`src/rtl/pc_sequencer_pkg.sv`:
```
// Shared definitions for the instruction-fetch stage and the decoder.
// Holds the opcode match values, the FSM state encoding, the reset PC and
// a helper that classifies an opcode byte into a control-flow operation.
package pc_sequencer_pkg;

    // Opcode match values, compared against the top bits of instr[15:8]
    localparam logic [4:0] OPC_JMP = 5'b00100;
    localparam logic [4:0] OPC_JZE = 5'b00101;
    localparam logic [4:0] OPC_JNE = 5'b00110;
    localparam logic [4:0] OPC_JCY = 5'b00111;
    localparam logic [5:0] OPC_BSR = 6'b000111;
    localparam logic [7:0] OPC_RET = 8'h41;
    localparam logic [7:0] OPC_NOP = 8'h00;

    localparam int RESET_PC = 0;

    typedef enum logic [1:0] {
        FETCH = 2'd0,
        LOAD  = 2'd1,
        EXEC  = 2'd2
    } state_t;

    typedef enum logic [2:0] {
        OP_SEQ,
        OP_JMP,
        OP_JZE,
        OP_JNE,
        OP_JCY,
        OP_BSR,
        OP_RET
    } op_t;

    // Classify the opcode byte; anything unrecognised just advances the PC.
    function automatic op_t decode_op(input logic [7:0] opc);
        if (opc[7:3] == OPC_JMP)      return OP_JMP;
        else if (opc[7:3] == OPC_JZE) return OP_JZE;
        else if (opc[7:3] == OPC_JNE) return OP_JNE;
        else if (opc[7:3] == OPC_JCY) return OP_JCY;
        else if (opc[7:2] == OPC_BSR) return OP_BSR;
        else if (opc == OPC_RET)      return OP_RET;
        else                          return OP_SEQ;
    endfunction

endpackage

```
`src/rtl/pc_sequencer_if.sv`:
```
// Program-ROM and decoder bus of the fetch stage.
//   rom_addr    : ROM word address (driven by the sequencer)
//   rom_data    : ROM read data, valid one cycle after rom_addr
//   instr       : instruction register, to the decoder OPCODE input
//   instr_valid : one-cycle pulse when instr is newly loaded
// master = sequencer side, slave = ROM/decoder side.
interface pc_sequencer_if #(
    parameter int ADDR_W = 10
);
    logic [ADDR_W-1:0] rom_addr;
    logic [15:0]       rom_data;
    logic [15:0]       instr;
    logic              instr_valid;

    modport master (output rom_addr, output instr, output instr_valid, input rom_data);
    modport slave  (input rom_addr, input instr, input instr_valid, output rom_data);
endinterface

```
`src/rtl/pc_sequencer_return_stack.sv`:
```
// Hardware return stack for BSR/RET.
//   push/pop  : one operation per cycle (push wins if both are high)
//   push_data : return address to store
//   top       : most recently pushed entry (undefined when empty)
//   full/empty: occupancy status
//   ovf/unf   : sticky error flags, cleared only by rst
module return_stack
    import pc_sequencer_pkg::*;
#(
    parameter int DEPTH = 8,
    parameter int WIDTH = 10
) (
    input  logic             clk,
    input  logic             rst,
    input  logic             push,
    input  logic             pop,
    input  logic [WIDTH-1:0] push_data,
    output logic [WIDTH-1:0] top,
    output logic             full,
    output logic             empty,
    output logic             ovf,
    output logic             unf
);
    localparam int PTR_W = $clog2(DEPTH);

    logic [WIDTH-1:0] mem [DEPTH];
    logic [PTR_W:0]   sp;          // 0..DEPTH, one bit wider than an index

    assign full  = (sp == (PTR_W+1)'(DEPTH));
    assign empty = (sp == '0);
    assign top   = mem[PTR_W'(sp - (PTR_W+1)'(1))];

    // NOTE: the entry array has no reset; sp alone defines which entries are live.
    always_ff @(posedge clk) begin
        if (push && !full)
            mem[PTR_W'(sp)] <= push_data;
    end

    always_ff @(posedge clk or posedge rst) begin
        if (rst) begin
            sp  <= '0;
            ovf <= 1'b0;
            unf <= 1'b0;
        end else if (push) begin
            if (full) ovf <= 1'b1;
            else      sp  <= sp + (PTR_W+1)'(1);
        end else if (pop) begin
            if (empty) unf <= 1'b1;
            else       sp  <= sp - (PTR_W+1)'(1);
        end
    end
endmodule

```
`src/rtl/pc_sequencer.sv`:
```
// Instruction-fetch stage: owns the PC, fetches from the synchronous ROM,
// holds the instruction register and resolves all control flow locally.
// Each instruction takes FETCH -> LOAD -> EXEC.
//   clk, rst        : clock, asynchronous active-high reset
//   stall           : freezes FSM, PC, IR and stack
//   bus             : ROM address/data, instr, instr_valid
//   w_zero/w_sign/cy: datapath flags, sampled in EXEC
//   pc              : current program counter
//   stk_ovf/stk_unf : sticky return-stack overflow / underflow
module pc_sequencer
    import pc_sequencer_pkg::*;
#(
    parameter int ADDR_W    = 10,
    parameter int STK_DEPTH = 8
) (
    input  logic              clk,
    input  logic              rst,
    input  logic              stall,
    pc_sequencer_if.master    bus,
    input  logic              w_zero,
    input  logic              w_sign,
    input  logic              cy,
    output logic [ADDR_W-1:0] pc,
    output logic              stk_ovf,
    output logic              stk_unf
);
    state_t              state;
    op_t                 op;
    logic                exec_go;
    logic                push;
    logic                pop;
    logic [ADDR_W-1:0]   pc_inc;
    logic [ADDR_W-1:0]   jmp_target;
    logic [ADDR_W-1:0]   bsr_target;
    logic signed [9:0]   bsr_off;
    logic [ADDR_W-1:0]   next_pc;
    logic [ADDR_W-1:0]   stk_top;
    logic                stk_full;
    logic                stk_empty;

    assign op         = decode_op(bus.instr[15:8]);
    assign exec_go    = (state == EXEC) && !stall;
    assign push       = exec_go && (op == OP_BSR);
    assign pop        = exec_go && (op == OP_RET);
    assign pc_inc     = pc + ADDR_W'(1);
    assign jmp_target = bus.instr[ADDR_W-1:0];
    assign bsr_off    = signed'(bus.instr[9:0]);
    // Sign-extended offset; the add wraps modulo 2^ADDR_W.
    assign bsr_target = pc + ADDR_W'(bsr_off);

    // NOTE: every branch assigns next_pc because of the default above the case, so no latch.
    always_comb begin
        next_pc = pc_inc;
        case (op)
            OP_JMP:  next_pc = jmp_target;
            OP_JZE:  next_pc = w_zero  ? jmp_target : pc_inc;
            OP_JNE:  next_pc = !w_sign ? jmp_target : pc_inc;
            OP_JCY:  next_pc = cy      ? jmp_target : pc_inc;
            OP_BSR:  next_pc = bsr_target;                  // taken even on overflow
            OP_RET:  next_pc = stk_empty ? pc_inc : stk_top; // underflow acts as NOP
            default: next_pc = pc_inc;
        endcase
    end

    return_stack #(
        .DEPTH (STK_DEPTH),
        .WIDTH (ADDR_W)
    ) u_stack (
        .clk       (clk),
        .rst       (rst),
        .push      (push),
        .pop       (pop),
        .push_data (pc_inc),
        .top       (stk_top),
        .full      (stk_full),
        .empty     (stk_empty),
        .ovf       (stk_ovf),
        .unf       (stk_unf)
    );

    // rom_addr is updated together with pc, so it equals pc throughout FETCH
    // while still being a plain register output.
    // NOTE: sequential state uses non-blocking assignments only.
    always_ff @(posedge clk or posedge rst) begin
        if (rst) begin
            state           <= FETCH;
            pc              <= ADDR_W'(RESET_PC);
            bus.rom_addr    <= ADDR_W'(RESET_PC);
            bus.instr       <= {OPC_NOP, 8'h00};
            bus.instr_valid <= 1'b0;
        end else if (stall) begin
            bus.instr_valid <= 1'b0;
        end else begin
            case (state)
                FETCH: begin
                    bus.instr_valid <= 1'b0;
                    state           <= LOAD;
                end
                LOAD: begin
                    bus.instr       <= bus.rom_data;
                    bus.instr_valid <= 1'b1;
                    state           <= EXEC;
                end
                EXEC: begin
                    bus.instr_valid <= 1'b0;
                    pc              <= next_pc;
                    bus.rom_addr    <= next_pc;
                    state           <= FETCH;
                end
                default: begin
                    bus.instr_valid <= 1'b0;
                    state           <= FETCH;
                end
            endcase
        end
    end
endmodule

```
`src/flat_wrapper.sv`:
```
// flat-port wrapper written by rule: the top's interface ports become plain ports
module pc_sequencer_flat import pc_sequencer_pkg::*;
#(
    parameter int ADDR_W    = 10,
    parameter int STK_DEPTH = 8
)
  (clk, rst, stall, w_zero, w_sign, cy, pc, stk_ovf, stk_unf, bus_rom_addr, bus_instr, bus_instr_valid, bus_rom_data);
  pc_sequencer_if #(.ADDR_W(ADDR_W)) bus_i ();
  input  logic clk;
  input  logic rst;
  input  logic stall;
  input  logic w_zero;
  input  logic w_sign;
  input  logic cy;
  output logic [ADDR_W-1:0] pc;
  output logic stk_ovf;
  output logic stk_unf;
  output wire logic [$bits(bus_i.rom_addr)-1:0] bus_rom_addr;
  output wire logic [$bits(bus_i.instr)-1:0] bus_instr;
  output wire logic [$bits(bus_i.instr_valid)-1:0] bus_instr_valid;
  input wire logic [$bits(bus_i.rom_data)-1:0] bus_rom_data;
  assign bus_rom_addr = bus_i.rom_addr;
  assign bus_instr = bus_i.instr;
  assign bus_instr_valid = bus_i.instr_valid;
  assign bus_i.rom_data = bus_rom_data;
  pc_sequencer #(.ADDR_W(ADDR_W), .STK_DEPTH(STK_DEPTH)) u_core (.clk(clk), .rst(rst), .stall(stall), .bus(bus_i), .w_zero(w_zero), .w_sign(w_sign), .cy(cy), .pc(pc), .stk_ovf(stk_ovf), .stk_unf(stk_unf));
endmodule
```
`config.mk`:
```
export PLATFORM = sky130hd
export DESIGN_NAME = pc_sequencer_flat
export DESIGN_NICKNAME = d
export VERILOG_FILES = /design/src/rtl/pc_sequencer_pkg.sv /design/src/rtl/pc_sequencer_if.sv /design/src/rtl/pc_sequencer_return_stack.sv /design/src/rtl/pc_sequencer.sv /design/src/flat_wrapper.sv
export SDC_FILE = /design/constraint.sdc
export NUM_CORES = 1
export LEC_CHECK = 0
export CAP_MARGIN = 25
export CORE_ASPECT_RATIO = 1.1
export CORE_MARGIN = 10
export CORE_UTILIZATION = 55
export CTS_CLUSTER_SIZE = 14
export DETAILED_ROUTE_END_ITERATION = 6
export MAX_ROUTING_LAYER = met4
export PLACE_DENSITY = 0.86
export SLEW_MARGIN = 10
export SYNTH_ARGS = -nofsm -noshare
export SYNTH_HDL_FRONTEND = slang
export SYNTH_SLANG_ARGS = --single-unit
```
`constraint.sdc`:
```
create_clock -name clk -period 6.1 [get_ports clk]
set_clock_uncertainty 0.2 [all_clocks]
set_input_delay 0.61 -clock clk [delete_from_list [all_inputs] [get_ports clk]]
set_output_delay 0.61 -clock clk [all_outputs]
set_load 0.01 [all_outputs]
```
# --- Yosys cells after proc, flatten, opt, wreduce, memory -nomap -nowiden ---
# Memories as Yosys holds them, arrays and structs flattened.
# Cells that the tools add are included.
totals:
  rom_bits: 0
  output_inout_bits: 39
  reg_bits: 35
  input_bits: 22
  n_memories: 1
  wordCells: 65
  latchBits: 0
  ramBits: 80
classes:
  mux: 20
  multipliers: 0
  n_reduce_logical: 14
  magnitude_cmp: 0
  n_eq_ne: 17
  div: 0
  bitwise_logic: 2
  shifts: 0
  addsub: 4
memory_table:
  columns: ["memory", "words", "width", "read_ports", "rd_ports_with_merged_regs", "write_ports", "line", "rtl"]
  rows:
  - ["u_core.u_stack.mem", 8, 10, 1, 0, 1, "pc_sequencer_return_stack.sv:26", "logic [WIDTH-1:0] mem [DEPTH];"]
op_table:
  columns: ["cell", "count"]
  rows:
  - ["10-bit one-hot mux with 6 select lines", 1]
  - ["10-bit two-way mux", 4]
  - ["5-bit by 3-bit equality test with 1-bit output (second input constant)", 4]
  - ["3-bit two-way mux", 6]
  - ["4-bit two-way mux", 4]
  - ["10-bit by 1-bit adder with 10-bit output (second input constant)", 1]
  - ["10-bit adder", 1]
  - ["3-bit equality test (second input constant)", 3]
  - ["8-bit by 7-bit equality test with 1-bit output (second input constant)", 1]
  - ["3-bit by 2-bit equality test with 1-bit output (second input constant)", 2]
  - ["6-bit by 3-bit equality test with 1-bit output (second input constant)", 1]
  - ["2-bit AND reduction", 3]
  - ["3-bit AND reduction", 2]
  - ["4-bit by 1-bit adder with 4-bit output (second input constant)", 1]
  - ["4-bit equality test (second input constant)", 1]
  - ["1-bit logical AND", 4]
  - ["4-bit zero test", 1]
  - ["1-bit two-way mux", 4]
  - ["2-bit inequality test (second input constant)", 2]
  - ["2-bit one-hot mux with 2 select lines", 1]
  - ["4-bit by 1-bit subtractor with 4-bit output (second input constant)", 1]
  - ["3-bit by 1-bit equality test with 1-bit output (second input constant)", 1]
  - ["2-bit by 1-bit equality test with 1-bit output (second input constant)", 1]
  - ["2-bit equality test (second input constant)", 1]
  - ["other kinds (4)", 6]

# --- Logic depth before layout (Yosys ltp) ---
# Gate-level depths: netlist of run 1.
logic_depth:
  word_depth: 12
  ltp_mapped: 13
  ltp_nobuf: 9

# --- By module ---
# A second synthesis of run 1 with hierarchy kept.
unflattened:
  cells_unflattened: 458
  hier_area_um2: 5997.0
modules_own_cells:
  columns: ["mod", "seq_area_each_um2", "area_per_inst_um2", "n_inst", "cells_each"]
  rows:
  - ["return_stack", 2552.4, 3554.7, 1, 176]
  - ["pc_sequencer", 725.7, 2442.3, 1, 282]

# --- Worst setup path before layout of run 1 ---
# OpenSTA, ideal clock, no wires.
synth_timing:
  path_type: "register to register"
  start: "reg u_core.u_stack.sp[0]"
  end: "reg u_core.pc[5]"
  n_path_buf: 5
  setup_ns: 0.121
  arrival_ns: 2.904
  slack_ns: 2.874
  period_less_slack_ns: 3.226
  stages_incl_launch_ff: 14
  required_time_ns: 5.779
  cell_sequence: "dfrtp_1 > buf_2 > buf_2 > buf_4 > inv_1 > ha_1 > buf_2 > buf_1 > mux4_2 > mux2i_1 > nand2_1 > o21ai_0 > o22ai_1 > o22a_1"
synth_between:
  elab_chain_cells: 4
  elab_cells_between_ends: 5
  classes_between: "add/sub: 1; mux: 2; reduce/logical: 1; memory: 1"
synth_rtl:
  columns: ["item", "line", "rtl"]
  rows:
  - ["start: declaration", "pc_sequencer_return_stack.sv:27", "logic [PTR_W:0] sp;"]
  - ["start signal: assignment", "pc_sequencer_return_stack.sv:46", "else sp <= sp + (PTR_W+1)'(1);"]
  - ["start signal: assignment", "pc_sequencer_return_stack.sv:49", "else sp <= sp - (PTR_W+1)'(1);"]
  - ["4-bit by 1-bit subtractor with 4-bit output", null, null]
  - ["memory 8 x 10 bit", null, null]
  - ["10-bit two-way mux *", "pc_sequencer.sv:60", "OP_RET: next_pc = stk_empty ? pc_inc : stk_top;"]
  - ["10-bit one-hot mux with 6 select lines *", "pc_sequencer.sv:54", "case (op)"]
  - ["end signal: assignment", "pc_sequencer.sv:87", "pc <= ADDR_W'(RESET_PC);"]
  - ["end signal: assignment", "pc_sequencer.sv:106", "pc <= next_pc;"]
  - ["end: declaration", "pc_sequencer.sv:23", "output logic [ADDR_W-1:0] pc,"]
# Mark *: on every way between the ends. The rest lies on a longest branch, timed or not.
# A chain may end at the register's enable or synchronous reset.

# --- Worst setup path in the final report of run 1 ---
layout_timing:
  start: "reg u_core.u_stack.sp[1]"
  end: "reg u_core.pc[6]"
# Same word-level chain as after synthesis.

==> metrics, run 1 <==
Vias/cell between 6 and 7; library cells used by synthesis 63; Gate power share between 40% and 50%; Total Power 4.229 mW; Primary FF master, synth edfxtp_1; synthesized netlist cell count approximately 410; Net Switching ~1.6 mW; Ys Warns 0; gpl congestion roughly 0.96; CP max-delay cell ha_1; Final min period roughly 3.3 ns; Net Count, Synth around 440; Clk network pwr share between 20% and 30%; pin count of the biggest net entering global routing 36; status finished, final reports clean; worst r2r path cells 8; RSZ-0062 raised after global routing no; vias in the first global route between 3000 and 4000; sequential share of power 30.1%; share of cells above drive strength 1 18.67%; Int Power 2.630 mW; number of remaining DRC errors 0; reg2reg end u_core.pc[6]$_DFFE_PP0P_; TNS Setup 0 ns; sequential fraction of the synthesis area about three fifths; TritonCTS Sinks 115; Die H between 100 and 150 µm; Skew-Pair Late Insertion Delay about 0.52 ns; Async SR Flop Fraction around 30%; initial core utilization between 50 and 60%; critical path fanouts, max 21; hold buffers post-CTS 0; post-synthesis sequential element count 115; pwr dens around 600 mW/mm²; number of max-cap violations 0; Die W about 120 µm; gr usage total ~20%; clock transition at the registers of the reported paths 0.06 ns; Syn Area/Cell approximately 14 µm²; Final Core Density approximately 70%; die area around 0.015 mm²; min-delay worst type primary input to asynchronous set/reset pin; crit path kind register to register; ANT cells 0; I/O pins just over 60; crit-path most repeated cell a211oi_1; worst-case vdd ir drop around 0.39 mV; max incr delay on CP between 0.9 and 1 ns; core area 0.009889 mm²; Fin. Hold Viols 0; Max clock buf depth 2; Rel. slew slack about a third; I/O Buffers 60; placed cells 570; total iterations of the first detailed-routing run 6; Root Driver clkbuf_8; Required @ worst endpoint about 6.3 ns; final cell count without fillers between 600 and 700; CTS tree done; worst path cell trace inv_1, ha_1, mux4_2, nor2b_1, a211oi_1, a211oi_1, a2111oi_0, a21oi_1; crit path from u_core.u_stack.sp[1]$_DFFE_PP0P_; number of buffers created by CTS 17; DPL Wire Length between 9000 and 10000 µm; RR Startpoint u_core.u_stack.sp[1]$_DFFE_PP0P_; Post-CTS Setup Bufs 0; final setup violating endpoints 0; Crit. End Element register; WL per Instance between 20 and 25 µm; # resized after CTS 0; row count 38; initial antenna violation count 0; first-pass GRT wire length ~22000 µm; # H-tree levels 4; post-place setup slack approximately 2.8 ns; Overflow after GRT 0; period utilization approximately 54%; worst-margin pin slew between 1 and 1.5 ns; Routed Antenna Nets 0; final WL ~14000 µm; Post-synth EDFFs 80; r2r setup slk about 2.8 ns; vias between 3000 and 4000; Slew Limit Fails 0; Leak roughly 2.5 nW; Switching Fraction 37.80%; Worst Setup Start Kind register; worst setup margin around 2.8 ns; Worst EP arrival around 3.5 ns; fmax between 300 and 400 MHz; mapped cell area around 0.0056 mm²; nets about 500; Iter 0 DRT Violations about 450; Area Growth Syn to Fin 23.55%
-- synthesized netlist by cell type, types with 11 or more instances --
| library cell | number | area share [%] |
|---|---|---|
| mux2_2 | 17 | 3.4 |
| nand2_1 | 23 | 1.5 |
| nor2_1 | 22 | 1.5 |
| inv_1 | 17 | 1.1 |
| mux4_2 | 20 | 8.0 |
| ha_1 | 12 | 2.7 |
| edfxtp_1 | 80 | 43 |
| nor3_1 | 11 | 0.98 |
| o21ai_0 | 15 | 1.3 |
| xnor2_1 | 11 | 1.7 |
| a21oi_1 | 11 | 0.98 |
| buf_4 | 11 | 1.5 |
| dfrtp_1 | 35 | 16 |
-- cell type report --
type                    count  area, µm²
clock buffers              17      414.1
multi-input cells         250       2127
well taps                 120      150.1
fillers                   658       2964
flip-flops and latches    115       3278
inverters                  17      63.81
repair buffers             69      665.6
clock inverters            14      226.5
-- worst max-delay path, delay by kind of cell (launching register included) --
family,cells,cell delay (ns)
fa+ha+maj,1,0.96
buf+inv,1,0.12
mux,1,0.43
simple gates,1,0.14
compound gates,4,0.89
flops,1,0.42
-- registers in the layout (all words and copies together), names as in the netlist --
| signal | flops |
|---|---|
| u_core.pc | 10 |
| u_core.u_stack.mem | 80 |
| u_core.bus.instr_valid | 1 |
| u_core.u_stack.sp | 4 |
| u_core.bus.instr | 16 |
| u_core.u_stack.ovf | 1 |
| u_core.u_stack.unf | 1 |
| u_core.state | 2 |
-- placed cells by master, fill, tap and decap left out, types with 3 or more instances in the layout --
cell type and count:
mux2i_1 8, clkbuf_16 16, and3_1 5, nand4_1 4, edfxtp_1 80, inv_6 3, bufinv_16 5, xnor2_1 11
dfrtp_1 35, nor2_1 22, ha_1 12, a21oi_1 11, a21o_1 3, nor3_1 11, a22oi_1 4, mux2_2 17
buf_4 8, mux4_2 20, clkdlybuf4s50_1 60, clkinv_4 4, nand2_1 23, xor2_1 9, inv_1 17, o21a_1 3
o21ai_0 15, a221oi_1 4, o211ai_1 7, a211oi_1 3, and4_1 3, nand3_1 8
-- worst max path at each step --
stage,end,slack [ns],cells after the start
after global placement,u_core.u_stack.mem[7][3]$_DFFE_PP_,2.91,6
after global routing,u_core.pc[6]$_DFFE_PP0P_,2.53,8
after CTS,u_core.pc[6]$_DFFE_PP0P_,2.82,8
after floorplan,u_core.pc[5]$_DFFE_PP0P_,2.87,13
final,u_core.pc[6]$_DFFE_PP0P_,2.80,8
after detailed placement,u_core.u_stack.mem[7][3]$_DFFE_PP_,2.80,6
-- metal layers --
| metal | global-route usage [%] | vias to the layer above | routed length (µm) | share of wire [%] |
|---|---|---|---|---|
| li1 | - | 1691 | - | - |
| met1 | 24.41 | 1879 | 5553 | 40 |
| met2 | 32.28 | 230 | 7004 | 51 |
| met3 | 4.938 | 36 | 954 | 6.9 |
| met4 | 6.116 | 0 | 238 | 1.7 |
| met5 | - | - | 0 | 0 |
-- logic make-up after synthesis --
logic type               share of synthesized area (%)
multiplexers                                     12.88
XOR/XNOR                                         3.125
AO/OA/AOI/OAI                                    9.598
adder cells (fa/ha/maj)                          3.036
flip-flops                                       58.48
buffers and inverters                            3.661
AND/OR/NAND/NOR                                  9.219
-- power by group through the flow --
stage	combinational [mW]	sequential [mW]	clock, mW
global placement	1.78	1.27	0
detailed placement	1.85	1.28	0
CTS	1.87	1.27	1.08
finish	1.88	1.27	1.07
global route	2.04	1.29	1.12
floorplan	1.23	1.25	0
-- stage by stage --
stage / area [µm²] / hold WS (ns)
2_1_floorplan: 5605 / 0.2881
3_3_place_gp: 6272 / 0.3029
3_5_place_dp: 6280 / 0.3153
4_1_cts: 6920 / 0.2992
5_1_grt: 6925 / 0.3415
6_report: 6925 / 0.2930
Note: power is estimated with default switching activity, not from simulation.
==> run 2: changes to the inputs <==
--- a/config.mk
+++ b/config.mk
@@ -8,11 +8,11 @@
 export CAP_MARGIN = 25
 export CORE_ASPECT_RATIO = 1.1
 export CORE_MARGIN = 10
-export CORE_UTILIZATION = 55
+export CORE_UTILIZATION = 51
 export CTS_CLUSTER_SIZE = 14
 export DETAILED_ROUTE_END_ITERATION = 6
 export MAX_ROUTING_LAYER = met4
-export PLACE_DENSITY = 0.86
+export PLACE_DENSITY = 0.84
 export SLEW_MARGIN = 10
 export SYNTH_ARGS = -nofsm -noshare
 export SYNTH_HDL_FRONTEND = slang
==> constraint.sdc (replaced) <==
create_clock -name clk -period 3 [get_ports clk]
set_clock_uncertainty 0.2 [all_clocks]
set_input_delay 0.3 -clock clk [delete_from_list [all_inputs] [get_ports clk]]
set_output_delay 0.3 -clock clk [all_outputs]
set_load 0.01 [all_outputs]
==> run 2 against run 1 <==
Net effect: non-clock buffer count increased by 18; power up 100%; count of clock-buffer cells in the layout increased by 5; sequential cell count unchanged; wire length grew 2.1%; critical path depth unchanged; die area up 6.5%; first-iteration DRC count shrank 35%; clock power increased by 99%; setup slack got worse by 2.6 ns; critical path type unchanged; largest cell class unchanged.
==> metrics, run 2 (synthesized netlist as in run 1, its figures left out) <==
core area 0.01086 mm²; number of buffers created by CTS 17; min-delay worst type primary input to asynchronous set/reset pin; crit-path most repeated cell a211oi_1; Clk network pwr share 24.7%; Routed Antenna Nets 0; commonest cells after routing, fill and taps aside edfxtp_1 (80), clkdlybuf4s50_1 (60), dfrtp_1 (35); DPL Wire Length a little under 10000 µm; worst-case vdd ir drop between 0.7 and 0.8 mV; initial core utilization between 50% and 60%; Slew Limit Fails 0; CP max-delay cell dfrtp_1; gpl congestion 0.9029; crit path kind register to register; Max clock buf depth 2; Iter 0 DRT Violations slightly below 300; total iterations of the first detailed-routing run 5; pin count of the biggest net entering global routing 27; Top Registers u_core.u_stack.mem x80, u_core.bus.instr x16, u_core.pc x10; status finished, final reports clean; sequential share of power between 20% and 30%; # H-tree levels 4; placed cells 616; Post-CTS Setup Bufs 0; final cell count without fillers approximately 650; Rel. slew slack around 40%; worst path cell trace inv_1, ha_1, buf_4, mux4_2, a211oi_1, a211oi_1, a2111oi_0, a21oi_1; Crit. End Element register; most common cell after layout, fill and taps aside edfxtp_1; I/O pins 61; I/O Buffers 60; clock transition at the registers of the reported paths about 0.05 ns; max incr delay on CP 0.44 ns; nets about 520; RSZ-0062 raised after global routing no; TNS Setup 0 ns; initial antenna violation count 0; Die H 130.0 µm; number of max-cap violations 0; Final min period 2.810 ns; Overflow after GRT 0; TritonCTS Sinks 115; ANT cells 0; vias around 3900; Gate power share 46.0%; final setup violating endpoints 0; number of remaining DRC errors 0; WL per Instance 21.66 µm; Net Switching approximately 3.2 mW; Fillers 782; # resized after CTS 0; Vias/cell about 6; pwr dens 1215 mW/mm²; gr usage total around a fifth; max FFs per register 80; vias in the first global route 4149; row count 40; fmax roughly 360 MHz; Die W 120.0 µm; Required @ worst endpoint slightly above 3 ns; Worst Setup Start Kind register; share of cells above drive strength 1 21.56%; Root Driver clkbuf_16; final WL ~14000 µm; die area around 0.016 mm²; Leak 2.606 nW; critical path fanouts, max 11; period utilization ~94%; Final Core Density 65.39%; Largest Register u_core.u_stack.mem; worst-margin pin slew approximately 0.9 ns; first-pass GRT wire length roughly 22000 µm; Total Power between 8 and 9 mW; Fin. Hold Viols 0; Area Growth Syn to Fin 26.70%; Worst EP arrival between 2 and 3 ns; CTS tree done; Switching Fraction between 30% and 40%; Int Power ~5.5 mW; hold buffers post-CTS 0; Skew-Pair Late Insertion Delay approximately 0.4 ns
[run 2: worst paths after layout]
kind	endpoint	slack (ns)	startpoint	depth (start not counted)
max	u_core.pc[6]$_DFFE_PP0P_	0.19	u_core.u_stack.sp[1]$_DFFE_PP0P_	8
min	u_core.pc[3]$_DFFE_PP0P_	0.03	rst	2
max reg2reg	u_core.pc[6]$_DFFE_PP0P_	0.19	u_core.u_stack.sp[1]$_DFFE_PP0P_	8
min reg2reg	u_core.u_stack.unf$_DFFE_PP0P_	0.28	u_core.u_stack.unf$_DFFE_PP0P_	1
max in group asynchronous	u_core.u_stack.sp[1]$_DFFE_PP0P_	1.82	rst	3
min in group clk	u_core.bus.instr[1]$_DFFE_PP0P_	0.27	bus_rom_data[1]	3
[run 2: worst max-delay path: cells and delay by family (launching register included)]
family                   cells  cell delay [ns]
multiplexers                 1             0.34
AO/OA/AOI/OAI                4             1.00
buffers and inverters        2             0.35
adder cells (fa/ha/maj)      1             0.36
flip-flops                   1             0.44
[run 2: layout make-up]
| class | instances | area, µm² | share of cell area, % |
|---|---|---|---|
| clock buffer | 22 | 474.2 | 6.677 |
| clock inverter | 10 | 153.9 | 2.167 |
| timing repair buffer | 87 | 815.8 | 11.49 |
| sequential | 115 | 3278 | 46.16 |
| tap | 147 | 183.9 | 2.590 |
| inverter | 17 | 63.81 | 0.8985 |
| multi-input combinational | 250 | 2132 | 30.02 |
[run 2: power groups by stage]
stage          combinational, mW  sequential (mW)  clock, mW
2_1_floorplan               2.51             2.55          0
3_3_place_gp                3.78             2.53          0
3_5_place_dp                3.88             2.55          0
4_1_cts                     3.95             2.52       2.15
5_1_grt                     4.28             2.57       2.23
6_report                    3.97             2.53       2.13
[run 2: stage by stage]
stage               instance area, µm²  worst slack (ns)  hold WS (ns)
floorplan                         5614           0.02548        0.2168
global placement                  6474            0.3497        0.2673
detailed placement                6474            0.3308        0.2723
CTS                               7102            0.1952       0.02914
global route                      7102           0.01321       0.05722
finish                            7102            0.1895       0.02927
[run 2: routing by layer]
layer | up-vias | global-route usage (%) | part of all wire, %
li1 | 1734 | - | -
met1 | 1908 | 21.84 | 41
met2 | 197 | 30.67 | 49
met3 | 44 | 5.748 | 6.6
met4 | 0 | 8.807 | 3.2
met5 | - | - | 0
